--- src/rtl/ttt_game_ctrl.sv ---
// NxN K-in-a-row game controller: move registration, line-walk win/draw check, 7-seg status display.
// Optional single-level undo of the last placed stone when TTT_UNDO_EN is defined.
module ttt_game_ctrl #(
    parameter int N        = 3,
    parameter int K        = 3,
    parameter int SCAN_DIV = 25000,
    parameter int CW       = 6
) (
    input  logic              clk,
    input  logic              rst_n,
    input  logic              start,
    input  logic              key_valid,
    input  logic [CW-1:0]     key_idx,
`ifdef TTT_UNDO_EN
    input  logic              undo,
`endif
    output logic              busy,
    output logic              move_ok,
    output logic              move_err,
    output logic              turn_o,
    output logic [2*N*N-1:0]  board_o,
    output logic [1:0]        result,
    output logic [6:0]        seg_txt,
    output logic [7:0]        seg_com
);

    localparam int BW = 2 * N * N;
    localparam int SCW = (SCAN_DIV > 1) ? $clog2(SCAN_DIV) : 1;
    localparam logic [CW-1:0] CELLS = CW'(N * N);

    localparam logic [6:0] G_P  = 7'b1110011;
    localparam logic [6:0] G_1  = 7'b0000110;
    localparam logic [6:0] G_2  = 7'b1011011;
    localparam logic [6:0] G_L  = 7'b0111000;
    localparam logic [6:0] G_O  = 7'b0111111;
    localparam logic [6:0] G_S  = 7'b1101101;
    localparam logic [6:0] G_E  = 7'b1111001;
    localparam logic [6:0] G_T  = 7'b1111000;
    localparam logic [6:0] G_I  = 7'b0110000;
    localparam logic [6:0] G_BL = 7'b0000000;

    typedef enum logic [1:0] {IDLE, WAIT_KEY, CHECK, DONE} state_t;

    state_t        state;
    logic [CW-1:0] cnt;
    logic [4:0]    brow, bcol, pr, pc;
    logic [1:0]    dir;
    logic          side;
    logic [3:0]    steps, line;
`ifdef TTT_UNDO_EN
    logic [CW-1:0] last;
    logic          undo_avail;
`endif

    logic [4:0]    krow, kcol;
    logic [7:0]    probe_idx;
    logic [1:0]    key_cell, probe_cell, colour;
    logic          probe_in, probe_hit, side_end, win;
    logic [3:0]    line_inc;
    logic [9:0]    d_cur, d_back, d_next;

    // Row/col steps as 5-bit two's complement; -1 from col 0 lands >= N, i.e. off board.
    function automatic logic [9:0] delta(input logic [1:0] d, input logic neg);
        logic [4:0] dr, dc;
        unique case (d)
            2'd0:    begin dr = 5'd0; dc = 5'd1;  end
            2'd1:    begin dr = 5'd1; dc = 5'd0;  end
            2'd2:    begin dr = 5'd1; dc = 5'd1;  end
            default: begin dr = 5'd1; dc = 5'h1f; end
        endcase
        if (neg) begin
            dr = 5'd0 - dr;
            dc = 5'd0 - dc;
        end
        return {dr, dc};
    endfunction

    assign colour    = turn_o ? 2'b10 : 2'b01;
    assign krow      = 5'(key_idx / CW'(N));
    assign kcol      = 5'(key_idx % CW'(N));
    assign probe_in  = (pr < 5'(N)) && (pc < 5'(N));
    assign probe_idx = 8'(pr) * 8'(N) + 8'(pc);
    assign probe_hit = probe_in && (probe_cell == colour);
    assign line_inc  = line + 4'd1;
    assign win       = probe_hit && (line_inc >= 4'(K - 1));
    assign side_end  = !probe_hit || (steps == 4'(K - 1));
    assign d_cur     = delta(dir, side);
    assign d_back    = delta(dir, 1'b1);
    assign d_next    = delta(dir + 2'd1, 1'b0);

    always_comb begin
        key_cell   = 2'b00;
        probe_cell = 2'b00;
        for (int i = 0; i < N * N; i++) begin
            if (key_idx == CW'(i))
                key_cell = board_o[2*i +: 2];
            if (probe_idx == 8'(i))
                probe_cell = board_o[2*i +: 2];
        end
    end

    always_ff @(posedge clk or negedge rst_n) begin
        if (!rst_n) begin
            state    <= IDLE;
            board_o  <= '0;
            turn_o   <= 1'b0;
            result   <= 2'b00;
            busy     <= 1'b0;
            move_ok  <= 1'b0;
            move_err <= 1'b0;
            cnt      <= '0;
            brow     <= '0;
            bcol     <= '0;
            pr       <= '0;
            pc       <= '0;
            dir      <= '0;
            side     <= 1'b0;
            steps    <= '0;
            line     <= '0;
`ifdef TTT_UNDO_EN
            last       <= '0;
            undo_avail <= 1'b0;
`endif
        end else begin
            move_ok  <= 1'b0;
            move_err <= 1'b0;
            if (start) begin
                state   <= WAIT_KEY;
                board_o <= '0;
                turn_o  <= 1'b0;
                result  <= 2'b00;
                cnt     <= '0;
                busy    <= 1'b0;
`ifdef TTT_UNDO_EN
                undo_avail <= 1'b0;
`endif
            end else begin
                unique case (state)
                    IDLE: begin
                    end
                    WAIT_KEY: begin
`ifdef TTT_UNDO_EN
                        if (undo && undo_avail && cnt != '0) begin
                            board_o    <= board_o & ~(BW'(2'b11) << {last, 1'b0});
                            cnt        <= cnt - CW'(1);
                            turn_o     <= !turn_o;
                            move_ok    <= 1'b1;
                            undo_avail <= 1'b0;
                        end else
`endif
                        if (key_valid) begin
                            if (key_idx >= CELLS || key_cell != 2'b00) begin
                                move_err <= 1'b1;
                            end else begin
                                board_o <= board_o | (BW'(colour) << {key_idx, 1'b0});
                                cnt     <= cnt + CW'(1);
                                move_ok <= 1'b1;
                                busy    <= 1'b1;
                                state   <= CHECK;
                                brow    <= krow;
                                bcol    <= kcol;
                                pr      <= krow;
                                pc      <= kcol + 5'd1;
                                dir     <= 2'd0;
                                side    <= 1'b0;
                                steps   <= 4'd1;
                                line    <= 4'd0;
`ifdef TTT_UNDO_EN
                                last       <= key_idx;
                                undo_avail <= 1'b1;
`endif
                            end
                        end
                    end
                    CHECK: begin
                        if (win) begin
                            result <= turn_o ? 2'b10 : 2'b01;
                            busy   <= 1'b0;
                            state  <= DONE;
                        end else if (side_end && side && dir == 2'd3) begin
                            busy <= 1'b0;
                            if (cnt == CELLS) begin
                                result <= 2'b11;
                                state  <= DONE;
                            end else begin
                                turn_o <= !turn_o;
                                state  <= WAIT_KEY;
                            end
                        end else if (side_end && !side) begin
                            side  <= 1'b1;
                            steps <= 4'd1;
                            pr    <= brow + d_back[9:5];
                            pc    <= bcol + d_back[4:0];
                        end else if (side_end) begin
                            dir   <= dir + 2'd1;
                            side  <= 1'b0;
                            steps <= 4'd1;
                            line  <= 4'd0;
                            pr    <= brow + d_next[9:5];
                            pc    <= bcol + d_next[4:0];
                        end else begin
                            line  <= line_inc;
                            steps <= steps + 4'd1;
                            pr    <= pr + d_cur[9:5];
                            pc    <= pc + d_cur[4:0];
                        end
                    end
                    default: begin
                    end
                endcase
            end
        end
    end

    logic [SCW-1:0] scan;
    logic [2:0]     digit, last_dig;
    logic [1:0]     shown;

    always_comb begin
        unique case (result)
            2'b00:   last_dig = 3'd1;
            2'b11:   last_dig = 3'd2;
            default: last_dig = 3'd7;
        endcase
    end

    function automatic logic [6:0] glyph(input logic [1:0] res, input logic t,
                                         input logic [2:0] dig);
        logic [6:0] g;
        g = G_BL;
        unique case (res)
            2'b00: begin
                if (dig == 3'd0)
                    g = G_P;
                else if (dig == 3'd1)
                    g = t ? G_2 : G_1;
            end
            2'b11: begin
                if (dig == 3'd0)
                    g = G_T;
                else if (dig == 3'd1)
                    g = G_I;
                else if (dig == 3'd2)
                    g = G_E;
            end
            default: begin
                unique case (dig)
                    3'd0:    g = G_P;
                    3'd1:    g = (res == 2'b01) ? G_2 : G_1;
                    3'd4:    g = G_L;
                    3'd5:    g = G_O;
                    3'd6:    g = G_S;
                    3'd7:    g = G_E;
                    default: g = G_BL;
                endcase
            end
        endcase
        return g;
    endfunction

    always_ff @(posedge clk or negedge rst_n) begin
        if (!rst_n) begin
            scan    <= '0;
            digit   <= '0;
            shown   <= 2'b00;
            seg_com <= 8'hFF;
            seg_txt <= 7'd0;
        end else begin
            if (result != shown) begin
                shown <= result;
                scan  <= '0;
                digit <= '0;
            end else if (scan == SCW'(SCAN_DIV - 1)) begin
                scan  <= '0;
                digit <= (digit >= last_dig) ? 3'd0 : digit + 3'd1;
            end else begin
                scan <= scan + SCW'(1);
            end
            if (state == IDLE || digit > last_dig) begin
                seg_com <= 8'hFF;
                seg_txt <= 7'd0;
            end else begin
                seg_com <= ~(8'h80 >> digit);
                seg_txt <= glyph(result, turn_o, digit);
            end
        end
    end

endmodule

--- config.mk ---
export PLATFORM = sky130hd
export DESIGN_NAME = ttt_game_ctrl
export DESIGN_NICKNAME = d
export VERILOG_FILES = /design/src/rtl/ttt_game_ctrl.sv
export SDC_FILE = /design/constraint.sdc
export NUM_CORES = 1
export LEC_CHECK = 0
export ABC_AREA = 1
export CAP_MARGIN = 20
export CORE_MARGIN = 2
export CORE_UTILIZATION = 40
export CTS_BUF_LIST = sky130_fd_sc_hd__clkbuf_8
export DETAILED_ROUTE_END_ITERATION = 7
export RECOVER_POWER = 50
export SYNTH_ARGS = -nofsm -noshare
export SYNTH_HDL_FRONTEND = slang
export SYNTH_SLANG_ARGS = --single-unit
export TNS_END_PERCENT = 5
--- constraint.sdc ---
create_clock -name clk -period 4.8 [get_ports clk]
set_input_delay 0.96 -clock clk [delete_from_list [all_inputs] [get_ports clk]]
set_output_delay 0.96 -clock clk [all_outputs]
set_load 0.01 [all_outputs]
======== After elaboration in Yosys (flattened, before gate mapping) ========
Cells that the tools add are included.
cells by class
  multiplexer cells ....................... 123
  equal/unequal tests ..................... 49
  bitwise operators ....................... 4
  add/subtract/negate cells ............... 16
  $mul .................................... 1
  div/mod/pow operators ................... 2
  shifts and indexed selects .............. 2
  reduce and logical (&&, ||, !) cells .... 40
  magnitude comparators ................... 6
operators with widths
  operator               count
  $mux 18                4
  $mux 2                 36
  $mux 5                 14
  $mux 7                 8
  $mux 4                 12
  $pmux 7 s6             1
  $pmux 5 s2             4
  $eq 8x3->1 const B     4
  $add 5x5->5            6
  $mux 15                2
  $mux 1                 26
  $eq 6x3->1 const B     4
  $mux 6                 4
  $ne 2x2->1 const B     9
  $or 18x18->18          1
  $shl 2x7->18           1
  $eq 8x2->1 const B     2
  $pmux 4 s2             2
  $add 15x1->15 const B  1
  $eq 15x15->1 const B   1
  $pmux 7 s2             1
  $reduce_and 7->1       2
  $reduce_bool 2->1      7
  $eq 3x3->1 const B     4
  other kinds (50)       87
word-level totals
  output and inout bits ................... 39
  register bits ........................... 98
  input bits .............................. 10

======== Logic depth before layout (Yosys ltp) ========
  depth after elaboration ................. 22
  depth in mapped cells ................... 30

======== Worst setup path after synthesis ========
No wires, ideal clock.
  path kind ............................... flip-flop to flip-flop
  start ................................... reg pr[1]
  end ..................................... reg pr[3]
  setup slack ............................. 1.235 ns
  path buffers ............................ 1
  cell stages (with the launch flop) ...... 27
  setup time .............................. 0.116 ns
  arrival time ............................ 3.449 ns
  cells stage by stage .................... dfrtp_1 -> inv_1 -> fa_1 -> inv_1 -> ha_1 -> fa_1 -> nor2_2 -> a21oi_1 -> nor2_4 -> nand2_4 -> nor3_4 -> a21oi_2 -> nand3_2 -> nand2_2 -> nand2_2 -> nand2_2 -> nand2_4 -> nand2_2 -> nor2_4 -> nand2_4 -> nand3_4 -> nand2_4 -> nand2_4 -> nand2_4 -> buf_6 -> nand2_1 -> nand2_1
between the ends
  cells in the longest elaborated chain, start to end .. 21
  elaborated cells on any way between the ends .. 39
ends and longest elaborated chain
  item                                                line      text
  from (decl)                                         46        logic [4:0] brow, bcol, pr, pc;
  from (signal assigned)                              162       pr <= krow;
  from (signal assigned)                              192       pr <= brow + d_back[9:5];
  from (signal assigned)                              199       pr <= brow + d_next[9:5];
  $mul 5x2->7                                         82        assign probe_idx = 8'(pr) * 8'(N) + 8'(pc);
  $add 7x5->8                                         82
  $logic_not 8->1                                     97        if (probe_idx == 8'(i))
  $mux 2 (9 in a row)                                 97
  $eq 2x2->1                                          83        assign probe_hit = probe_in && (probe_cell == colour);
  $logic_and 1x1->1                                   83
  $logic_not 1->1                                     86        assign side_end = !probe_hit || (steps == 4'(K - 1));
  $logic_or 1x1->1                                    86
  $mux 5 / $logic_and 1x1->1 (equally long branches)  194, 189
  $mux 5                                              189       end else if (side_end && !side) begin
  $mux 5                                              180       end else if (side_end && side && dir == 2'd3) begin
  $mux 5                                              176       if (win) begin
  $pmux 5 s2                                          138       unique case (state)
Parallel ways exist; a longest one is shown, timed or not. The select of a mux whose other input is x is not followed.
A chain may end at the register's enable or synchronous reset.

======== Worst setup path after layout ========
  start ................................... reg pr[0]
  end ..................................... reg dir[1]
between the ends
  cells in the longest elaborated chain, start to end .. 20
  elaborated cells on any way between the ends .. 35
ends and longest elaborated chain
  item                            line  text
  $mul 5x2->7                     82
  $add 7x5->8                     82
  $logic_not 8->1                 97
  $mux 2 (9 in a row)             97
  $eq 2x2->1                      83
  $logic_and 1x1->1 *             83
  $logic_not 1->1                 86
  $logic_or 1x1->1                86
  $logic_and 1x1->1 (2 in a row)  180
  $ne 2x2->1 (no line)            n/a
  $reduce_and 8->1 (no line) *    n/a
  to (signal assigned)            195   dir <= dir + 2'd1;
  to (decl)                       47    logic [1:0] dir;
Mark *: on every way between the ends. The rest lies on a longest branch, timed or not.

==> results.md <==
* Die X at 139 um
* Top FF cell, synth: dfrtp_1
* Cts hold-fix bufs at 0
* Core area at 0.0180 mm2
* Lkg Pwr at 4.00 nW
* Cell Area, Synth at 0.00732 mm2
* Async SR Flop Fraction at 100%
* Leading cell type in the layout, fill and taps excluded: nand2_1
* Largest net degree at the start of global routing at 72
* CP required at 5.09 ns
* Die Ht at 139 um
* Sequential element share of the synthesized area at 33.6%
* Post-Layout Cell Count at 1258
* Area delta synth->final at 12.4%
* Pre-CTS setup slack at 0.331 ns
* Clock share of power at 12.6%
* R2r setup slk at 0.51 ns
* Sequential standard cell area at 0.00246 mm2
* Inserted Diodes at 0
* Post-Syn Area per Cell at 7.47 um2
* Internal at 0.00232 W
* Multi-input logic area at 0.00423 mm2
* CP endpoint kind: register
* First-pass GRT wire length at 30800 um
* RSZ-0062 raised after global routing: no
* Minimum clock period at 4.29 ns
* Setup CP Type: reg -> reg
* Placed insts at 1242
* Post-synth EDFFs at 0
* DRT Pass-1 Iters at 5
* GR Overflow Total at 0
* Drt total wl at 18200 um
* Setup violations, final at 0
* Setup ws final at 0.510 ns
* Port bufs at 48
* Worst setup SP type: register
* Post-synth top area share at 30.8%
* Via count at 6400
* Initial Util at 40.7%
* Crit path DAT at 4.58 ns
* Top cells by area, synth: dfrtp_1 31%, nand2_1 13%, ha_1 11%, inv_1 6.6%, nand3_1 4.9%
* Logic pwr share at 62.3%
* Layout cells sized above 1 at 7.58%
* Yosys reg bits at 98
* Antenna-violating nets left at 0
* CTS resizes at 0
* Endpoints failing hold at 0
* Fill cells at 1794
* Synth unique cells at 50
* CTS Buffer Depth at 2
* Latest clock arrival within the worst-skew pair at 0.39 ns
* Via density at 5.09
* Syn Inst Count at 980
* Site row count at 49
* Slew Viols, Final at 101
* Min-Delay Path Class: reg -> reg
* Flop pwr share at 25.1%
* Vias in the first global route at 6204
* Net Count, Synth at 1063
* Slew HR at -23.6%
* Commonest cells after routing, fill and taps aside: 246 x nand2_1, 129 x inv_1, 90 x dfrtp_1
* Post-route cell area at 0.00823 mm2
* Yosys warnings at 0
* Final Power at 0.00479 W
* Power per cell area at 583 mW/mm2
* Post-synth top area cell: dfrtp_1
* Clock skew at 0.0138 ns
* Initial antenna violation count at 0
* CTS tree: done
* WL/cell at 14.4 um
* DP HPWL at 14100 um
* Post-CTS Setup Inserts at 0
* Worst-path maximum fanout at 19
* Top Ports at 49
* Fmax at 233 MHz
* Outcome: finished, violations left
* Clk slew on worst S/H paths at 0.12 ns
* Violated checks: capacitance limit, slew limit
* DRC marker count from the first detailed-route iteration at 370
* VDD IR-drop max at 0.391 mV
* Switching share of power at 51.6%
* Die area at 0.0194 mm2
* Final #Nets at 1107
* Period utilization at 89.4%
* RD Place Congestion at 0.923
* Htree depth at 3
* Root Driver: clkbuf_8
* TNS Setup at 0 ns
* Total net switching power at 0.00247 W
* Tightest Pin Transition at 1.85 ns
* # DRC at 0
* Clk sinks at 98
* Placed cell areas at 0.00802 mm2
* Max-cap violations at 2
* Number of CTS-inserted buffers at 9
* GR Util All Layers at 19.5%
-- cells by family (layout without fill, tap and decap cells) --
group / count (synthesis) / after routing / synth area share [%]
buf+inv: 159 / 208 / 8.58
flops: 98 / 98 / 33.6
fa+ha+maj: 73 / 73 / 13.5
simple gates: 500 / 500 / 31.2
xor+xnor: 31 / 31 / 3.71
compound gates: 119 / 119 / 9.37
-- flip-flops by register name (all words and copies together), names as in the netlist, 3 cells and up --
name	cells
bcol	5
scan	15
brow	5
pr	5
seg_com	8
board_o	18
seg_txt	7
cnt	6
digit	3
steps	4
line	4
pc	5
-- critical path: stages, from the launching register on --
cell and delay [ns]:
dfrtp_1 0.47, inv_1 0.09, fa_1 0.54, inv_1 0.05, ha_1 0.22, fa_1 0.42, nor2_2 0.14, nand2_1 0.06
nand2_1 0.10, nand2_2 0.11, nor3_1 0.25, a21oi_1 0.10, nand2_1 0.09, nand3_2 0.08, nand2_2 0.08, nand2_2 0.06
nand2_2 0.07, nand2_4 0.08, nand2_2 0.09, nor2_4 0.05, nand2_4 0.18, inv_1 0.15, o21ai_0 0.38, nand3_1 0.17
nand2_1 0.09, nand2_1 0.05
-- synthesized netlist by cell type, types with 5 or more instances --
library cell	n
inv_1	129
nand4_1	26
a31oi_1	5
xor2_1	21
buf_2	5
nand2_2	14
inv_2	6
clkbuf_1	12
nor2_1	83
o21ai_1	8
nor3_1	29
ha_1	63
nor2_4	5
nand2_4	7
a21oi_1	51
fa_1	10
nand2_1	246
nand3_1	71
xnor2_1	10
o21ai_0	31
nor2_2	5
dfrtp_1	90
nor4_1	5
dfstp_2	8
-- final timing paths --
kind,start,to,cells past startpoint
worst max register to register,pr[0]$_DFFE_PN0P_,dir[1]$_DFFE_PN0P_,25
min in group asynchronous,rst_n,scan[10]$_DFF_PN0_,1
max in group asynchronous,rst_n,board_o[4]$_DFFE_PN0P_,2
worst max-delay path,pr[0]$_DFFE_PN0P_,dir[1]$_DFFE_PN0P_,25
worst min register to register,scan[0]$_DFF_PN0_,scan[0]$_DFF_PN0_,1
worst min-delay path,scan[0]$_DFF_PN0_,scan[0]$_DFF_PN0_,1
-- power by group through the flow --
stage                     logic, W  clock network [W]  registers [W]
after detailed placement   0.00298                  0        0.00122
after floorplan            0.00230                  0        0.00118
after CTS                  0.00300           0.000624        0.00120
final                      0.00299           0.000606        0.00120
after global routing       0.00344           0.000652        0.00123
after global placement     0.00296                  0        0.00122
-- metrics by stage --
step | hold slack (ns) | utilization, %
floorplan | 0.433 | -
global placement | 0.449 | 44.6
detailed placement | 0.454 | 44.6
CTS | 0.470 | 45.8
global route | 0.487 | 45.8
finish | 0.467 | 45.8
-- final cells by class --
type	count	area share, %
Clock buffer	9	1.51
Clock inverter	7	1.14
Inverter	139	6.37
Multi-Input combinational cell	723	51.4
Sequential cell	98	29.9
Tap cell	229	3.48
Timing Repair Buffer	53	6.19
-- routing by layer --
metal | wire (um) | GRT usage (%) | vias up
met5 | 0 | 0 | -
met4 | 491 | 7.12 | 0
met3 | 581 | 2.62 | 27
met2 | 8230 | 31.8 | 128
met1 | 8880 | 26.5 | 2979
li1 | - | - | 3266
(Power assumes the default switching activity.)
